<file path="src/rtl/piso_serializer.sv">
// Parallel-in / serial-out converter with a one-word holding buffer.
// Back-to-back words leave without a gap. Every output is driven from a register.
module piso_serializer #(
    parameter int WIDTH     = 4,
    parameter bit MSB_FIRST = 1'b1
) (
    input  logic             clk,
    input  logic             reset,
    input  logic             load,
    input  logic [WIDTH-1:0] parallel_in,
    output logic             ready,
    output logic             serial_out,
    output logic             serial_valid,
    output logic             frame_start,
    output logic             done,
    output logic             overrun
);

    localparam int             CW   = (WIDTH > 1) ? $clog2(WIDTH) : 1;
    localparam logic [CW-1:0]  LAST = CW'(WIDTH - 1);

    typedef enum logic {IDLE, SHIFT} state_t;

    state_t           r_state, w_state_nx;
    logic [WIDTH-1:0] r_shift, w_shift_nx;
    logic [WIDTH-1:0] r_hold, w_hold_nx;
    logic [CW-1:0]    r_cnt, w_cnt_nx;
    logic             r_hold_full, w_hold_full_nx;
    logic             w_accept, w_last;
    logic             w_valid_nx, w_bit_nx, w_fs_nx, w_done_nx;

    always_comb begin
        w_state_nx     = r_state;
        w_shift_nx     = r_shift;
        w_hold_nx      = r_hold;
        w_cnt_nx       = r_cnt;
        w_hold_full_nx = r_hold_full;
        w_accept       = load & ready;
        w_last         = (r_state == SHIFT) && (r_cnt == LAST);

        case (r_state)
            IDLE: begin
                if (w_accept) begin
                    w_shift_nx = parallel_in;
                    w_cnt_nx   = '0;
                    w_state_nx = SHIFT;
                end
            end
            SHIFT: begin
                if (w_last) begin
                    // Held word has priority; hold is never full when a load is accepted here.
                    w_cnt_nx = '0;
                    if (r_hold_full) begin
                        w_shift_nx     = r_hold;
                        w_hold_full_nx = 1'b0;
                    end else if (w_accept) begin
                        w_shift_nx = parallel_in;
                    end else begin
                        w_state_nx = IDLE;
                    end
                end else begin
                    w_shift_nx = MSB_FIRST ? (r_shift << 1) : (r_shift >> 1);
                    w_cnt_nx   = r_cnt + CW'(1);
                    if (w_accept) begin
                        w_hold_nx      = parallel_in;
                        w_hold_full_nx = 1'b1;
                    end
                end
            end
            default: w_state_nx = IDLE;
        endcase

        w_valid_nx = (w_state_nx == SHIFT);
        w_bit_nx   = w_valid_nx & (MSB_FIRST ? w_shift_nx[WIDTH-1] : w_shift_nx[0]);
        w_fs_nx    = w_valid_nx && (w_cnt_nx == '0);
        w_done_nx  = w_valid_nx && (w_cnt_nx == LAST);
    end

    always_ff @(posedge clk) begin
        if (!reset) begin
            r_state      <= IDLE;
            r_shift      <= '0;
            r_hold       <= '0;
            r_cnt        <= '0;
            r_hold_full  <= 1'b0;
            ready        <= 1'b0;
            serial_out   <= 1'b0;
            serial_valid <= 1'b0;
            frame_start  <= 1'b0;
            done         <= 1'b0;
            overrun      <= 1'b0;
        end else begin
            r_state      <= w_state_nx;
            r_shift      <= w_shift_nx;
            r_hold       <= w_hold_nx;
            r_cnt        <= w_cnt_nx;
            r_hold_full  <= w_hold_full_nx;
            ready        <= ~w_hold_full_nx;
            serial_out   <= w_bit_nx;
            serial_valid <= w_valid_nx;
            frame_start  <= w_fs_nx;
            done         <= w_done_nx;
            overrun      <= overrun | (load & ~ready);
        end
    end

endmodule
</file>
<file path="config.mk">
export PLATFORM = sky130hd
export DESIGN_NAME = piso_serializer
export DESIGN_NICKNAME = d
export VERILOG_FILES = /design/src/rtl/piso_serializer.sv
export SDC_FILE = /design/constraint.sdc
export NUM_CORES = 1
export LEC_CHECK = 0
export ABC_AREA = 0
export CORE_AREA = 3 3 44 54
export CTS_BUF_LIST = sky130_fd_sc_hd__clkbuf_16
export DETAILED_ROUTE_END_ITERATION = 10
export DIE_AREA = 0 0 47 57
export DONT_BUFFER_PORTS = 1
export GPL_ROUTABILITY_DRIVEN = 0
export GPL_TIMING_DRIVEN = 1
export PLACE_DENSITY = 0.47
export SYNTH_ARGS = -nofsm -noshare
export SYNTH_HDL_FRONTEND = slang
export SYNTH_SLANG_ARGS = --single-unit
</file>
<file path="constraint.sdc">
create_clock -name clk -period 2 [get_ports clk]
set_input_delay 0.2 -clock clk [delete_from_list [all_inputs] [get_ports clk]]
set_output_delay 0.2 -clock clk [all_outputs]
set_load 0.1 [all_outputs]
</file>
==> results of run 1 <==
## layer usage
metal  vias to the layer above  routed length (um)  track usage  part of all wire
met5                         -                   0            0                 0
met4                         0                  21       0.0830             0.016
li1                        264                   -            -                 -
met2                        12                 587        0.151              0.45
met1                       214                 629        0.155              0.48
met3                         2                  64       0.0315             0.049
## synth_stat cells, drive strengths merged
library cell,instances
a21oi,3
dfxtp,16
buf,2
clkbuf,1
o21a,1
nor4,1
nand2,2
ha,1
inv,3
and4b,1
nor3b,1
a21boi,1
nand4,1
mux2i,6
o21ai,3
nor2,9
nor2b,4
nand4b,1
a211oi,1
a31oi,5
and3,2
and2,2
o22ai,3
## power by group through the flow
stage | registers, mW | logic [mW] | clock network [mW]
after floorplan | 0.403 | 0.0438 | 0
after global placement | 0.354 | 0.112 | 0
after detailed placement | 0.353 | 0.112 | 0
after CTS | 0.347 | 0.112 | 0.389
after global routing | 0.349 | 0.120 | 0.399
final | 0.347 | 0.112 | 0.381
## worst max-delay path: cells and delay by family (launching register included)
family,cells,cell delay (ns)
and+or+nand+nor,2,0.48
adders and majority gates,1,0.38
DFF,1,0.34
AOI/OAI and AO/OA,1,0.20
## layout make-up
cell class              count  area [um2]
clock buffers               3        75.1
fillers                   192        1080
flip-flops and latches     16         320
inverters                   3        11.3
well taps                  19        23.8
multi-input cells          48         320
repair buffers              6        45.0
## sequential cells by signal, summed over array words and instances, names as in the netlist
name	count
r_shift	3
ready	1
r_hold	4
r_cnt	2
frame_start	1
r_hold_full	1
done	1
serial_out	1
overrun	1
r_state	1
## metrics by stage
step | hold slack [ns] | setup slack (ns) | instance area, um2
2_1_floorplan | 0.322 | 0.208 | 668
5_1_grt | 0.0892 | 0.352 | 796
3_3_place_gp | 0.323 | 0.537 | 721
6_report | 0.0760 | 0.492 | 796
4_1_cts | 0.0734 | 0.490 | 796
3_5_place_dp | 0.327 | 0.496 | 721
## cell families (layout without fill, tap and decap cells)
logic type / count (synthesis) / in the layout / synth area share
AO/OA/AOI/OAI: 17 / 17 / 0.154
adder cells (fa/ha/maj): 1 / 1 / 0.0187
buffers and inverters: 6 / 12 / 0.0412
flip-flops: 16 / 16 / 0.479
multiplexers: 6 / 6 / 0.0899
AND/OR/NAND/NOR: 24 / 24 / 0.217
## worst max path at each step
| stage | to | slack (ns) | depth (start not counted) |
|---|---|---|---|
| after CTS | frame_start$_SDFF_PN0_ | 0.49 | 4 |
| final | frame_start$_SDFF_PN0_ | 0.49 | 4 |
| after detailed placement | frame_start$_SDFF_PN0_ | 0.50 | 4 |
| after global placement | frame_start$_SDFF_PN0_ | 0.54 | 4 |
| after floorplan | frame_start$_SDFF_PN0_ | 0.21 | 4 |
| after global routing | frame_start$_SDFF_PN0_ | 0.35 | 4 |
==> reports/results.tsv, run 1 <==
metric	value	unit
Netlist cell types	26	
Initial DRT Pass Iterations	3	
number of diodes	0	
# IOs	13	
internal power	0.627	mW
power per cell area	1060	nW/um2
switch share	0.254	
Hold Path End	r_hold_full$_SDFF_PN0_	
starting density of the core	0.357	
status	finished clean	
slowest CP cell	ha_1	
Overall Power	0.840	mW
power share of the combinational group	0.133	
Net Sw Power	0.213	mW
Non-Filler Instances	95	
leading post-synthesis cells by cell area	dfxtp_1 48%, mux2i_1 9.0%, nor2_1 5.1%	
Largest stage delay, worst path	0.38	ns
hold path start	reset	
cell area after synthesis	668	um2
Placed Cells incl. Taps	92	
Layout Utilization	0.425	
worst-path maximum fanout	11	
Min-Delay Path Class	in2reg	
synth warn	0	
number of remaining DRC errors	0	
R2R depth	4	
CTS clk-pin slew, worst paths	0.05	ns
Final HPWL DP	926	um
crit path capture type	flop	
core area	1870	um2
CP startpoint	r_cnt[0]$_SDFF_PN0_	
initial antenna violation count	0	
leakage	0.376	nW
top cell type's share of synthesized area	0.479	
Chip Width	47	um
Mapped Cells	70	
Max VDD drop	0.448	mV
Data arrival, critical path	1.64	ns
clock share of power	0.454	
post-route clock skew	0.00346	ns
fraction of layout cells with a size suffix above 1	0.158	
Post-Syn Area per Cell	9.54	um2
via count	492	
most frequent cells in the layout	16 x dfxtp_1, 9 x nor2_1, 6 x mux2i_1, 6 x buf_4, 5 x a31oi_1	
Area growth, synth to finish	19.1	%
Fmax	0.663	GHz
flops & latches, synth	16	
Cell Rows	17	
die area	2680	um2
Post-CTS Setup Bufs	0	
crit path kind	reg2reg	
vias per cell	5.18	
largest net degree at the start of global routing	13	
Max-cap violations	0	
Buffers on Ports	0	
min Tclk post-route	1.51	ns
Root Buffer	clkbuf_16	
die height	57	um
Max Transition Viols Final	0	
worst flop-to-flop path startpoint	r_cnt[0]$_SDFF_PN0_	
Net Count, Synth	78	
Fin. Hold Viols	0	
clk_lat worst skew	0.25	ns
CP Cell Sequence	ha_1 > nor2b_1 > o21a_1 > and4b_1	
Post-DRT Antenna Nets	0	
CTS tree	yes	
Overflow after GRT	0	
Bufs on Longest Clock Path	2	
H-tree Lvls	1	
commonest non-fill, non-tap cell in the layout	dfxtp_1	
CP Launch Type	flop	
leading area contributor after synthesis	dfxtp_1	
RSZ-0062 raised after global routing	false	
hold path cells	1	
CTS Hold Bufs	0	
FF-to-FF End	frame_start$_SDFF_PN0_	
part of the power in registers	0.414	
register area share after synthesis	0.479	
CTS resizes	0	
Sum Neg Setup Slack	0	ns
Tcrit/Tclk final	0.754	
slew margin rel.	0.757	
Setup violations, final	0	
gr usage total	0.115	
DR iter-0 viols	10	
worst slew pin tran	0.364	ns
detailed-route wire length	1.30	mm
Num Clock Sinks	16	
Total Nets Final	86	
first-pass GRT wire length	2.18	mm
Required @ worst endpoint	2.13	ns
Inserted Clock Buffers	3	
vias in the first global route	477	
Reg2Reg Setup Slack	0.49	ns
drt wl/cell	13.7	um
(Power assumes the default switching activity.)
==> run 2: changes to the inputs <==
- ABC_AREA: 0 -> 1
- CORE_AREA: 3 3 44 54 -> 3 3 46 57
- DIE_AREA: 0 0 47 57 -> 0 0 49 60
- clock period: 2 -> 1.4 ns (I/O delays scaled with it)
==> run 2 against run 1 <==
Compared with the run above: core utilization is 0.50 points higher; combinational power is 76% higher; clock skew is 0.0023 ns lower; register-to-register slack worse by 0.37 ns; hold slack worse by 0.047 ns; critical path depth is 2 higher; highest routed layer unchanged.
==> reports/results.tsv, run 2 <==
metric	value	unit	change
Final HPWL DP	1.15	mm	was 926 um
internal power	0.940	mW	was 0.627 mW
most frequent cells in the layout	15 x nand2_1, 15 x dfxtp_1, 13 x inv_1		was 16 x dfxtp_1, 9 x nor2_1, 6 x mux2i_1, 6 x buf_4, 5 x a31oi_1
slew margin rel.	0.737		was 0.757
core area	2090	um2	was 1870 um2
CTS tree	yes		unchanged
power share of the combinational group	0.154		was 0.133
clock share of power	0.433		was 0.454
CTS resizes	0		unchanged
synth warn	0		unchanged
number of diodes	0		unchanged
Total Nets Final	111		was 86
cell area after synthesis	752	um2	was 668 um2
Commonest cells post-synth	17 x dfxtp_1, 15 x nand2_1, 12 x inv_1		was 16 x dfxtp_1, 9 x nor2_1, 6 x mux2i_1
detailed-route wire length	1.48	mm	was 1.30 mm
die height	60	um	was 57 um
drt wl/cell	11.2	um	was 13.7 um
H-tree Lvls	1		unchanged
Fin. Hold Viols	0		unchanged
Setup violations, final	0		unchanged
Post-Syn Area per Cell	8.00	um2	was 9.54 um2
switch share	0.266		was 0.254
worst-path maximum fanout	7		was 11
Post-CTS Setup Bufs	0		unchanged
DP Area	822	um2	was 721 um2
Overflow after GRT	0		unchanged
Inserted Clock Buffers	3		unchanged
Buffers on Ports	0		unchanged
Cell Rows	18		was 17
Crit path max-delay family	simple AND/OR/NAND/NOR gates		unchanged
Worst Path Buf+Inv	1		was 0
flops & latches, synth	17		was 16
leading registers by flop count	r_hold x4, r_shift x4, r_cnt x2		was r_hold x4, r_shift x3, r_cnt x2
die area	2940	um2	was 2680 um2
Main synth FF type	dfxtp_1		unchanged
via count	592		was 492
Chip Width	49	um	was 47 um
Max Transition Viols Final	0		unchanged
status	finished clean		unchanged
leading area contributor after synthesis	dfxtp_1		unchanged
first-pass GRT wire length	2.50	mm	was 2.18 mm
CP Cell Sequence	ha_1 > inv_1 > nand2_4 > nor2_8 > o22ai_1 > and2_1		was ha_1 > nor2b_1 > o21a_1 > and4b_1
Placed Cells incl. Taps	128		was 92
number of remaining DRC errors	0		unchanged
starting density of the core	0.359		was 0.357
Tcrit/Tclk final	0.911		was 0.754
part of the power in registers	0.412		was 0.414
Max-cap violations	0		unchanged
number of synthesized flops with an enable pin	0		unchanged
Net Sw Power	0.340	mW	was 0.213 mW
fraction of layout cells with a size suffix above 1	0.265		was 0.158
number of fillers in the final layout	215		was 192
vias in the first global route	574		was 477
min Tclk post-route	1.27	ns	was 1.51 ns
Area growth, synth to finish	19.8	%	was 19.1%
leakage	0.400	nW	was 0.376 nW
# IOs	13		unchanged
CTS Hold Bufs	0		unchanged
Overall Power	1.28	mW	was 0.840 mW
power per cell area	1420	nW/um2	was 1060 nW/um2
Num Clock Sinks	17		was 16
Data arrival, critical path	1.41	ns	was 1.64 ns
Sum Neg Setup Slack	0	ns	unchanged
gr usage total	0.117		was 0.115
top cell type's share of synthesized area	0.453		was 0.479
most numerous cell in the Yosys netlist	dfxtp_1		unchanged
Largest stage delay, worst path	0.32	ns	was 0.38 ns
Post-DRT Antenna Nets	0		unchanged
DR iter-0 viols	15		was 10
Max VDD drop	1.03	mV	was 0.448 mV
final instance area	901	um2	was 796 um2
crit path capture type	flop		unchanged
Fmax	0.784	GHz	was 0.663 GHz
register area share after synthesis	0.453		was 0.479
vias per cell	4.48		was 5.18
initial antenna violation count	0		unchanged
Required @ worst endpoint	1.54	ns	was 2.13 ns
worst slew pin tran	0.395	ns	was 0.364 ns
final hold slack	0.0289	ns	was 0.0760 ns
largest net degree at the start of global routing	13		unchanged
Initial DRT Pass Iterations	4		was 3
fraction of registers with async set/reset	0		unchanged
CTS clk-pin slew, worst paths	0.05	ns	about the same
Min-Delay Path Class	in2reg		unchanged
Netlist cell types	21		was 26
slowest CP cell	dfxtp_1		was ha_1
Non-Filler Instances	132		was 95
CP Launch Type	flop		unchanged
leading post-synthesis cells by cell area	dfxtp_1 45%, nand2_1 7.5%, a21oi_1 7.3%		was dfxtp_1 48%, mux2i_1 9.0%, nor2_1 5.1%
Bufs on Longest Clock Path	2		unchanged
Net Count, Synth	102		was 78
Mapped Cells	94		was 70
post-route clock skew	0.00120	ns	was 0.00346 ns
crit path kind	reg2reg		unchanged
clk_lat worst skew	0.25	ns	about the same
Root Buffer	clkbuf_16		unchanged
RSZ-0062 raised after global routing	false		unchanged
[run 2: logic make-up after synthesis]
group / Yosys count / share of synthesized area
compound gates: 16 / 0.120
fa+ha+maj: 1 / 0.0166
buf+inv: 18 / 0.0998
flops: 17 / 0.453
simple gates: 42 / 0.311
[run 2: layer usage]
metal  track usage  wire, um  vias to the layer above
met3        0.0249        71                        4
li1              -         -                      311
met4         0.110        52                        0
met5             0         0                        -
met1         0.125       622                      266
met2         0.194       731                       11
[run 2: worst reg2reg max path: stages (launching register included)]
cell and delay (ns):
dfxtp_1 0.32, ha_1 0.23, inv_1 0.12, nand2_4 0.10, nor2_8 0.15, o22ai_1 0.10, and2_1 0.15
[run 2: layout make-up]
cell class | instances | area (um2) | area share
tap | 30 | 37.5 | 0.0417
clock inverter | 1 | 3.75 | 0.00417
inverter | 16 | 60.1 | 0.0667
sequential | 17 | 343 | 0.381
timing repair buffer | 6 | 45.0 | 0.0500
multi-input combinational | 59 | 337 | 0.374
clock buffer | 3 | 75.1 | 0.0833
[run 2: path summary, 6_finish.rpt]
path	from	end	slack, ns	cells after the start
worst max-delay path	r_cnt[0]$_SDFF_PN0_	ready$_SDFF_PN0_	0.13	6
worst min-delay path	reset	ready$_SDFF_PN0_	0.03	1
worst max register to register	r_cnt[0]$_SDFF_PN0_	ready$_SDFF_PN0_	0.13	6
worst min register to register	r_hold[0]$_SDFFE_PN0P_	r_hold[0]$_SDFFE_PN0P_	0.46	2
[run 2: power groups by stage]
stage / clock network [mW] / logic [mW] / registers (mW)
global route: 0.589 / 0.212 / 0.531
CTS: 0.577 / 0.200 / 0.528
finish: 0.555 / 0.197 / 0.528
detailed placement: 0 / 0.199 / 0.538
floorplan: 0 / 0.0932 / 0.612
global placement: 0 / 0.199 / 0.538
[run 2: stage by stage]
stage,setup slack (ns),util
finish,0.125,0.430
global route,0.0385,0.430
CTS,0.116,0.430
detailed placement,0.139,0.392
global placement,0.153,0.392
floorplan,-0.0705,-
